`src/rtl/lms_update_sched_pkg.sv`:
```
// Shared types and defaults for the LMS weight-update slice: FSM states, widths,
// the mu step size used by the weight_cal datapath, and a constant clog2 helper.
package lms_pkg;

    localparam int LMS_DW       = 32;
    localparam int LMS_MU_SHIFT = 4;

    typedef enum logic [1:0] {
        ST_IDLE  = 2'd0,
        ST_ISSUE = 2'd1,
        ST_DRAIN = 2'd2,
        ST_DONE  = 2'd3
    } lms_state_e;

    function automatic int clog2(input int n);
        int r;
        r = 0;
        for (int v = n - 1; v > 0; v = v >> 1) begin
            r++;
        end
        return r;
    endfunction

endpackage

```
`src/rtl/lms_update_sched_if.sv`:
```
// Control/data bundle between the filter-level controller (master) and the
// update scheduler (slave), including the buffer and datapath side signals.
interface lms_update_sched_if
    import lms_pkg::*;
#(
    parameter int DW = LMS_DW,
    parameter int AW = 3
);
    logic                 start;
    logic                 abort;
    logic signed [DW-1:0] e_in;
    logic [AW-1:0]        rd_addr;
    logic                 rd_en;
    logic [AW-1:0]        wr_addr;
    logic                 upd_en;
    logic signed [DW-1:0] e_scaled;
    logic                 busy;
    logic                 done;
    logic                 overrun;

    modport master (
        output start, abort, e_in,
        input  rd_addr, rd_en, wr_addr, upd_en, e_scaled, busy, done, overrun
    );

    modport slave (
        input  start, abort, e_in,
        output rd_addr, rd_en, wr_addr, upd_en, e_scaled, busy, done, overrun
    );
endinterface

```
`src/rtl/lms_lat_pipe.sv`:
```
// RD_LAT-deep valid+address delay line that re-times read issues into update
// strobes; a synchronous flush empties every stage at once.
module lms_lat_pipe #(
    parameter int AW     = 3,
    parameter int RD_LAT = 1
) (
    input  logic          clk,
    input  logic          rst,
    input  logic          flush,
    input  logic          in_vld,
    input  logic [AW-1:0] in_addr,
    output logic          out_vld,
    output logic [AW-1:0] out_addr
);

    logic [RD_LAT-1:0] vld_p;
    logic [AW-1:0]     addr_p [RD_LAT];

    always_ff @(posedge clk) begin
        if (rst || flush) begin
            vld_p <= '0;
            for (int i = 0; i < RD_LAT; i++) begin
                addr_p[i] <= '0;
            end
        end else begin
            vld_p[0]  <= in_vld;
            addr_p[0] <= in_addr;
            for (int i = 1; i < RD_LAT; i++) begin
                vld_p[i]  <= vld_p[i-1];
                addr_p[i] <= addr_p[i-1];
            end
        end
    end

    assign out_vld  = vld_p[RD_LAT-1];
    assign out_addr = addr_p[RD_LAT-1];

endmodule

```
`src/rtl/lms_update_sched.sv`:
```
// Sequences the shared w <= w + e*x datapath over all taps: latches the mu-scaled
// error, walks read addresses, and re-times them into update strobes.
module lms_update_sched
    import lms_pkg::*;
#(
    parameter int NTAPS    = 8,
    parameter int DW       = LMS_DW,
    parameter int AW       = clog2(NTAPS),
    parameter int RD_LAT   = 1,
    parameter int MU_SHIFT = LMS_MU_SHIFT
) (
    input  logic               clk,
    input  logic               rst,
    lms_update_sched_if.slave  bus
);

    localparam logic [AW-1:0] LAST_IDX = AW'(NTAPS - 1);

    lms_state_e           state_p0, state_nxt;
    logic [AW-1:0]        idx_p0, idx_nxt;
    logic                 pend_p0, pend_nxt;
    logic                 ovr_p0;
    logic signed [DW-1:0] e_scaled_p0;
    logic                 accept, flush, busy;
    logic                 upd_vld;
    logic [AW-1:0]        upd_addr;

    // Arithmetic shift floors negative errors toward -inf (-1 stays -1).
    function automatic logic signed [DW-1:0] mu_scale(input logic signed [DW-1:0] e);
        return e >>> MU_SHIFT;
    endfunction

    always_comb begin
        state_nxt = state_p0;
        idx_nxt   = idx_p0;
        pend_nxt  = pend_p0;
        accept    = 1'b0;
        flush     = 1'b0;
        case (state_p0)
            ST_IDLE: begin
                if (bus.start || pend_p0) begin
                    accept    = 1'b1;
                    pend_nxt  = 1'b0;
                    idx_nxt   = '0;
                    state_nxt = ST_ISSUE;
                end
            end
            ST_ISSUE: begin
                if (bus.abort) begin
                    flush     = 1'b1;
                    idx_nxt   = '0;
                    state_nxt = ST_IDLE;
                end else if (idx_p0 == LAST_IDX) begin
                    idx_nxt   = '0;
                    state_nxt = ST_DRAIN;
                end else begin
                    idx_nxt = idx_p0 + 1'b1;
                end
            end
            ST_DRAIN: begin
                if (bus.abort) begin
                    flush     = 1'b1;
                    state_nxt = ST_IDLE;
                end else if (upd_vld && (upd_addr == LAST_IDX)) begin
                    state_nxt = ST_DONE;
                end
            end
            ST_DONE: begin
                state_nxt = ST_IDLE;
                // A start landing on the done pulse is held and taken from IDLE.
                if (bus.abort) begin
                    flush = 1'b1;
                end else if (bus.start) begin
                    pend_nxt = 1'b1;
                end
            end
            default: state_nxt = ST_IDLE;
        endcase
    end

    assign busy = (state_p0 == ST_ISSUE) || (state_p0 == ST_DRAIN);

    // Stage p0: control state, error latch and sticky overrun.
    always_ff @(posedge clk) begin
        if (rst) begin
            state_p0    <= ST_IDLE;
            idx_p0      <= '0;
            pend_p0     <= 1'b0;
            ovr_p0      <= 1'b0;
            e_scaled_p0 <= '0;
        end else begin
            state_p0 <= state_nxt;
            idx_p0   <= idx_nxt;
            pend_p0  <= pend_nxt;
            if (busy && bus.start && !bus.abort) begin
                ovr_p0 <= 1'b1;
            end
            if (accept) begin
                e_scaled_p0 <= mu_scale(bus.e_in);
            end
        end
    end

    // Stage p1..pRD_LAT: read issue re-timed to the datapath update slot.
    lms_lat_pipe #(
        .AW     (AW),
        .RD_LAT (RD_LAT)
    ) u_lat_pipe (
        .clk      (clk),
        .rst      (rst),
        .flush    (flush),
        .in_vld   (bus.rd_en),
        .in_addr  (idx_p0),
        .out_vld  (upd_vld),
        .out_addr (upd_addr)
    );

    assign bus.rd_en    = (state_p0 == ST_ISSUE);
    assign bus.rd_addr  = idx_p0;
    assign bus.upd_en   = upd_vld;
    assign bus.wr_addr  = upd_addr;
    assign bus.e_scaled = e_scaled_p0;
    assign bus.busy     = busy;
    assign bus.done     = (state_p0 == ST_DONE);
    assign bus.overrun  = ovr_p0;

endmodule
```
`src/flat_wrapper.sv`:
```
// flat-port wrapper written by rule: the top's interface ports become plain ports
module lms_update_sched_flat import lms_pkg::*;
#(
    parameter int NTAPS    = 8,
    parameter int DW       = LMS_DW,
    parameter int AW       = clog2(NTAPS),
    parameter int RD_LAT   = 1,
    parameter int MU_SHIFT = LMS_MU_SHIFT
)
  (clk, rst, bus_start, bus_abort, bus_e_in, bus_rd_addr, bus_rd_en, bus_wr_addr, bus_upd_en, bus_e_scaled, bus_busy, bus_done, bus_overrun);
  lms_update_sched_if #(.DW(DW), .AW(AW)) bus_i ();
  input  logic clk;
  input  logic rst;
  input wire logic [$bits(bus_i.start)-1:0] bus_start;
  input wire logic [$bits(bus_i.abort)-1:0] bus_abort;
  input wire logic [$bits(bus_i.e_in)-1:0] bus_e_in;
  output wire logic [$bits(bus_i.rd_addr)-1:0] bus_rd_addr;
  output wire logic [$bits(bus_i.rd_en)-1:0] bus_rd_en;
  output wire logic [$bits(bus_i.wr_addr)-1:0] bus_wr_addr;
  output wire logic [$bits(bus_i.upd_en)-1:0] bus_upd_en;
  output wire logic [$bits(bus_i.e_scaled)-1:0] bus_e_scaled;
  output wire logic [$bits(bus_i.busy)-1:0] bus_busy;
  output wire logic [$bits(bus_i.done)-1:0] bus_done;
  output wire logic [$bits(bus_i.overrun)-1:0] bus_overrun;
  assign bus_i.start = bus_start;
  assign bus_i.abort = bus_abort;
  assign bus_i.e_in = bus_e_in;
  assign bus_rd_addr = bus_i.rd_addr;
  assign bus_rd_en = bus_i.rd_en;
  assign bus_wr_addr = bus_i.wr_addr;
  assign bus_upd_en = bus_i.upd_en;
  assign bus_e_scaled = bus_i.e_scaled;
  assign bus_busy = bus_i.busy;
  assign bus_done = bus_i.done;
  assign bus_overrun = bus_i.overrun;
  lms_update_sched #(.NTAPS(NTAPS), .DW(DW), .AW(AW), .RD_LAT(RD_LAT), .MU_SHIFT(MU_SHIFT)) u_core (.clk(clk), .rst(rst), .bus(bus_i));
endmodule
```
`config.mk`:
```
export PLATFORM = sky130hd
export DESIGN_NAME = lms_update_sched_flat
export DESIGN_NICKNAME = d
export VERILOG_FILES = /design/src/rtl/lms_update_sched_pkg.sv /design/src/rtl/lms_update_sched_if.sv /design/src/rtl/lms_lat_pipe.sv /design/src/rtl/lms_update_sched.sv /design/src/flat_wrapper.sv
export SDC_FILE = /design/constraint.sdc
export NUM_CORES = 1
export LEC_CHECK = 0
export BUFFER_PORTS_ARGS = -buffer_cell sky130_fd_sc_hd__buf_2
export CORE_ASPECT_RATIO = 1.25
export CORE_MARGIN = 1
export CORE_UTILIZATION = 23
export DETAILED_ROUTE_END_ITERATION = 7
export HOLD_SLACK_MARGIN = 0.12
export SLEW_MARGIN = 20
export SYNTH_ARGS = -nofsm -noshare
export SYNTH_HDL_FRONTEND = slang
export SYNTH_SLANG_ARGS = --single-unit
```
`constraint.sdc`:
```
create_clock -name clk -period 1.9 [get_ports clk]
set_input_delay 0.095 -clock clk [delete_from_list [all_inputs] [get_ports clk]]
set_output_delay 0.095 -clock clk [all_outputs]
set_load 0.01 [all_outputs]
```
==> flow_summary_export.csv <==
group,metric,value,unit
placed_design,hpwlAfterDp,2550,um
floorplanning,die_w,75.7,um
drt,drcViolationCount,0,
worst_hold_path,min_path_type,"in2reg",
power,p_int,1.39,mW
clock_network,cts_max_level,2,
run,drv_cap,0,
worst_setup_path,end_kind,"register",
synth,synth_area_leaders,"dfxtp_1 (50%), nand2_1 (14%), a21oi_1 (11%)",
drt,totalWireLength,3850,um
power,ir_drop,0.391,mV
synth,ys_seq_elements,39,
floorplanning,start_util,23.8,%
worst_setup_path,r2r_cells,5,
synth,syn-cell-area,1560,um2
grt,grt_usage,10.8,%
power,sw_frac_of_total,26.9,%
sta,fmax,633,MHz
drt,dr.pass1.iters,3,
power,power_frac_seq,47.5,%
sta,min_period_over_period,83.2,%
clock_network,path_clk_slew,0.07,ns
grt,overflow,0,
final_layout,antennaDiodeCount,0,
placed_design,dpl_cell_area,1980,um2
worst_hold_path,min-delay-start,"bus_abort",
synth,ys_top_cells_by_count,"nand2_1 (57), dfxtp_1 (39), a21oi_1 (34)",
worst_setup_path,ff2ff_setup_slack,0.32,ns
placed_design,place_congestion,0.699,
synth,synth_edf_count,0,
final_layout,layout.nets,323,
synth,async_flop_share,0,%
run_status,status,"complete, no violations",
sta,setup_viol,0,
floorplanning,core.rowCount,33,
grt,grt_pass1_wl,5750,um
clock_network,insertion_delay,0.28,ns
floorplanning,fp.dieArea,7120,um2
synth,ys_seq_area_share,50.0,%
synth,synth_fp_nets,224,
power,switchingPower,0.512,mW
worst_hold_path,min_to,"u_core.bus.rd_addr[0]",
worst_setup_path,cp.required,2.09,ns
worst_setup_path,criticalPathCategory,"reg2reg",
power,combinationalPowerShare,20.8,%
clock_network,cts.sinks,39,
grt,antenna_found_initial,0,
sta,setup-tns-final,0,ns
sta,fin_worst_skew,0.00546,ns
power,p_per_area,809,nW/um2
sta,slew-limit-headroom,52.7,%
worst_setup_path,r2r-end,"u_core.state_p0[0]",
synth,syn_area_per_cell,8.63,um2
synth,yosysTopAreaCellShare,50.0,%
drt,routed_via_density,4.09,
clock_network,cts_tree,"done",
power,leakagePower,1.11,nW
final_layout,final_area,2360,um2
final_layout,area_growth,51.0,%
grt,grt_pass1_vias,1240,
floorplanning,fp.coreArea,6570,um2
synth,ys_warn_count,0,
sta,rsz0062_at_grt,"false",
sta,report.final.slew_viol_count,0,
sta,tightest_slew,0.710,ns
worst_setup_path,timing.rr.start,"u_core.state_p0[1]",
power,clock_power_share,31.7,%
clock_network,root_buffer,"clkbuf_8",
grt,grt_max_degree,29,
synth,synthCells,181,
synth,yosysTopAreaCell,"dfxtp_1",
worst_setup_path,cp-start-kind,"register",
synth,synthFlopType,"dfxtp_1",
synth,ys_types,26,
floorplanning,io_pins,79,
final_layout,n_fill_cell,708,
drt,drtAntennaViolNets,0,
drt,drtIter0Drc,47,
clock_network,numCtsBuffers,5,
final_layout,drive_above_1_share,31.0,%
worst_hold_path,worstHoldPathCells,3,
clock_network,clk_path_buf_depth,2,
sta,fin_crit,1.58,ns
sta,hold_viol_final,0,
synth,synth_most_common_cell,"nand2_1",
floorplanning,die_h,94.1,um
drt,wl_per_cell,10.5,um
worst_setup_path,critPathMaxFanout,8,
worst_setup_path,worst_ep_arrival_time,1.77,ns
placed_design,io_buffer_count,74,
drt,dr_total_vias,1506,
-- power groups by stage --
stage | logic (mW) | clock network (mW) | registers, mW
finish | 0.397 | 0.605 | 0.905
global route | 0.447 | 0.673 | 0.913
CTS | 0.406 | 0.641 | 0.905
detailed placement | 0.362 | 0 | 0.924
global placement | 0.358 | 0 | 0.921
floorplan | 0.201 | 0 | 0.949
-- kinds of logic after synthesis --
kind of cell	after synthesis	share of synthesized area, %
flip-flops	39	50.0
buffers and inverters	17	7.21
AO/OA/AOI/OAI	43	14.7
multiplexers	1	0.641
AND/OR/NAND/NOR	74	21.9
adder cells (fa/ha/maj)	7	5.61
-- through the flow --
stage / instances / power, mW / utilization, % / setup WS [ns] / hold slack (ns)
floorplan: 181 / 1.15 / - / 0.426 / 0.228
global placement: 332 / 1.28 / 30.1 / 0.342 / 0.335
detailed placement: 332 / 1.29 / 30.1 / 0.340 / 0.342
CTS: 368 / 1.95 / 35.9 / 0.313 / 0.190
global route: 368 / 2.03 / 35.9 / 0.209 / 0.202
finish: 368 / 1.91 / 35.9 / 0.320 / 0.191
-- critical path, cell delays in order, from the launching register on --
cell and delay, ns:
dfxtp_1 0.39, inv_1 0.10, ha_1 0.24, nor3b_4 0.19
a211o_2 0.33, a211oi_1 0.24
-- sequential cells by signal (all words and copies together) (netlist names) --
| name | cells |
|---|---|
| u_core.bus.e_scaled | 28 |
| u_core.bus.rd_addr | 3 |
| u_core.u_lat_pipe.addr_p | 3 |
| u_core.state_p0 | 2 |
| u_core.bus.overrun | 1 |
| u_core.pend_p0 | 1 |
| u_core.u_lat_pipe.out_vld | 1 |
-- metal layers --
metal | GRT usage, % | up-vias | wire, um
met3 | 3.33 | 5 | 192
met1 | 11.8 | 661 | 1700
met2 | 19.0 | 49 | 1910
met5 | 0 | - | 0
li1 | - | 791 | -
met4 | 4.17 | 0 | 55
-- placed cells by master, fill, tap and decap left out, types with 2 or more instances in the layout --
master         synthesis  final
nand4bb_1              2      2
and2_1                 4      4
nor2_1                 2      2
dfxtp_1               39     39
buf_4                  7      2
inv_1                  4      4
nor2b_1                2      2
clkbuf_8               2      7
a21oi_1               34     34
o21ai_0                5      5
buf_2                  2     74
dlygate4sd3_1          0     28
ha_1                   7      7
nand2_1               57     57
-- worst max path at each step --
| stage | start | endpoint | slack [ns] | cells after the start |
|---|---|---|---|---|
| after CTS | u_core.state_p0[0] | u_core.state_p0[0] | 0.31 | 5 |
| after floorplan | u_core.state_p0[0] | u_core.bus.rd_addr[0] | 0.43 | 5 |
| final | u_core.state_p0[1] | u_core.state_p0[0] | 0.32 | 5 |
| after global routing | u_core.state_p0[1] | u_core.state_p0[0] | 0.21 | 5 |
| after global placement | u_core.state_p0[1] | u_core.state_p0[0] | 0.34 | 5 |
| after detailed placement | u_core.state_p0[0] | u_core.state_p0[0] | 0.34 | 5 |
-- repair_timing --
| item | CTS | global route |
|---|---|---|
| setup endpoints to repair | 0 | 0 |
| hold buffers | 28 | 0 |
| resized for setup | 0 | 0 |
| endpoints found under the hold margin | 28 | 0 |
| setup buffers | 0 | 0 |
-- area by class of cell --
class                           instances  area [um2]  share of cell area [%]
Clock buffer                            8         100                    4.24
Tap cell                               87         109                    4.62
Timing Repair Buffer                  105         686                    29.1
Multi-Input combinational cell        125         668                    28.3
Sequential cell                        39         781                    33.1
Inverter                                4        15.0                   0.637
No activity file was read; power rests on OpenSTA's default activity.
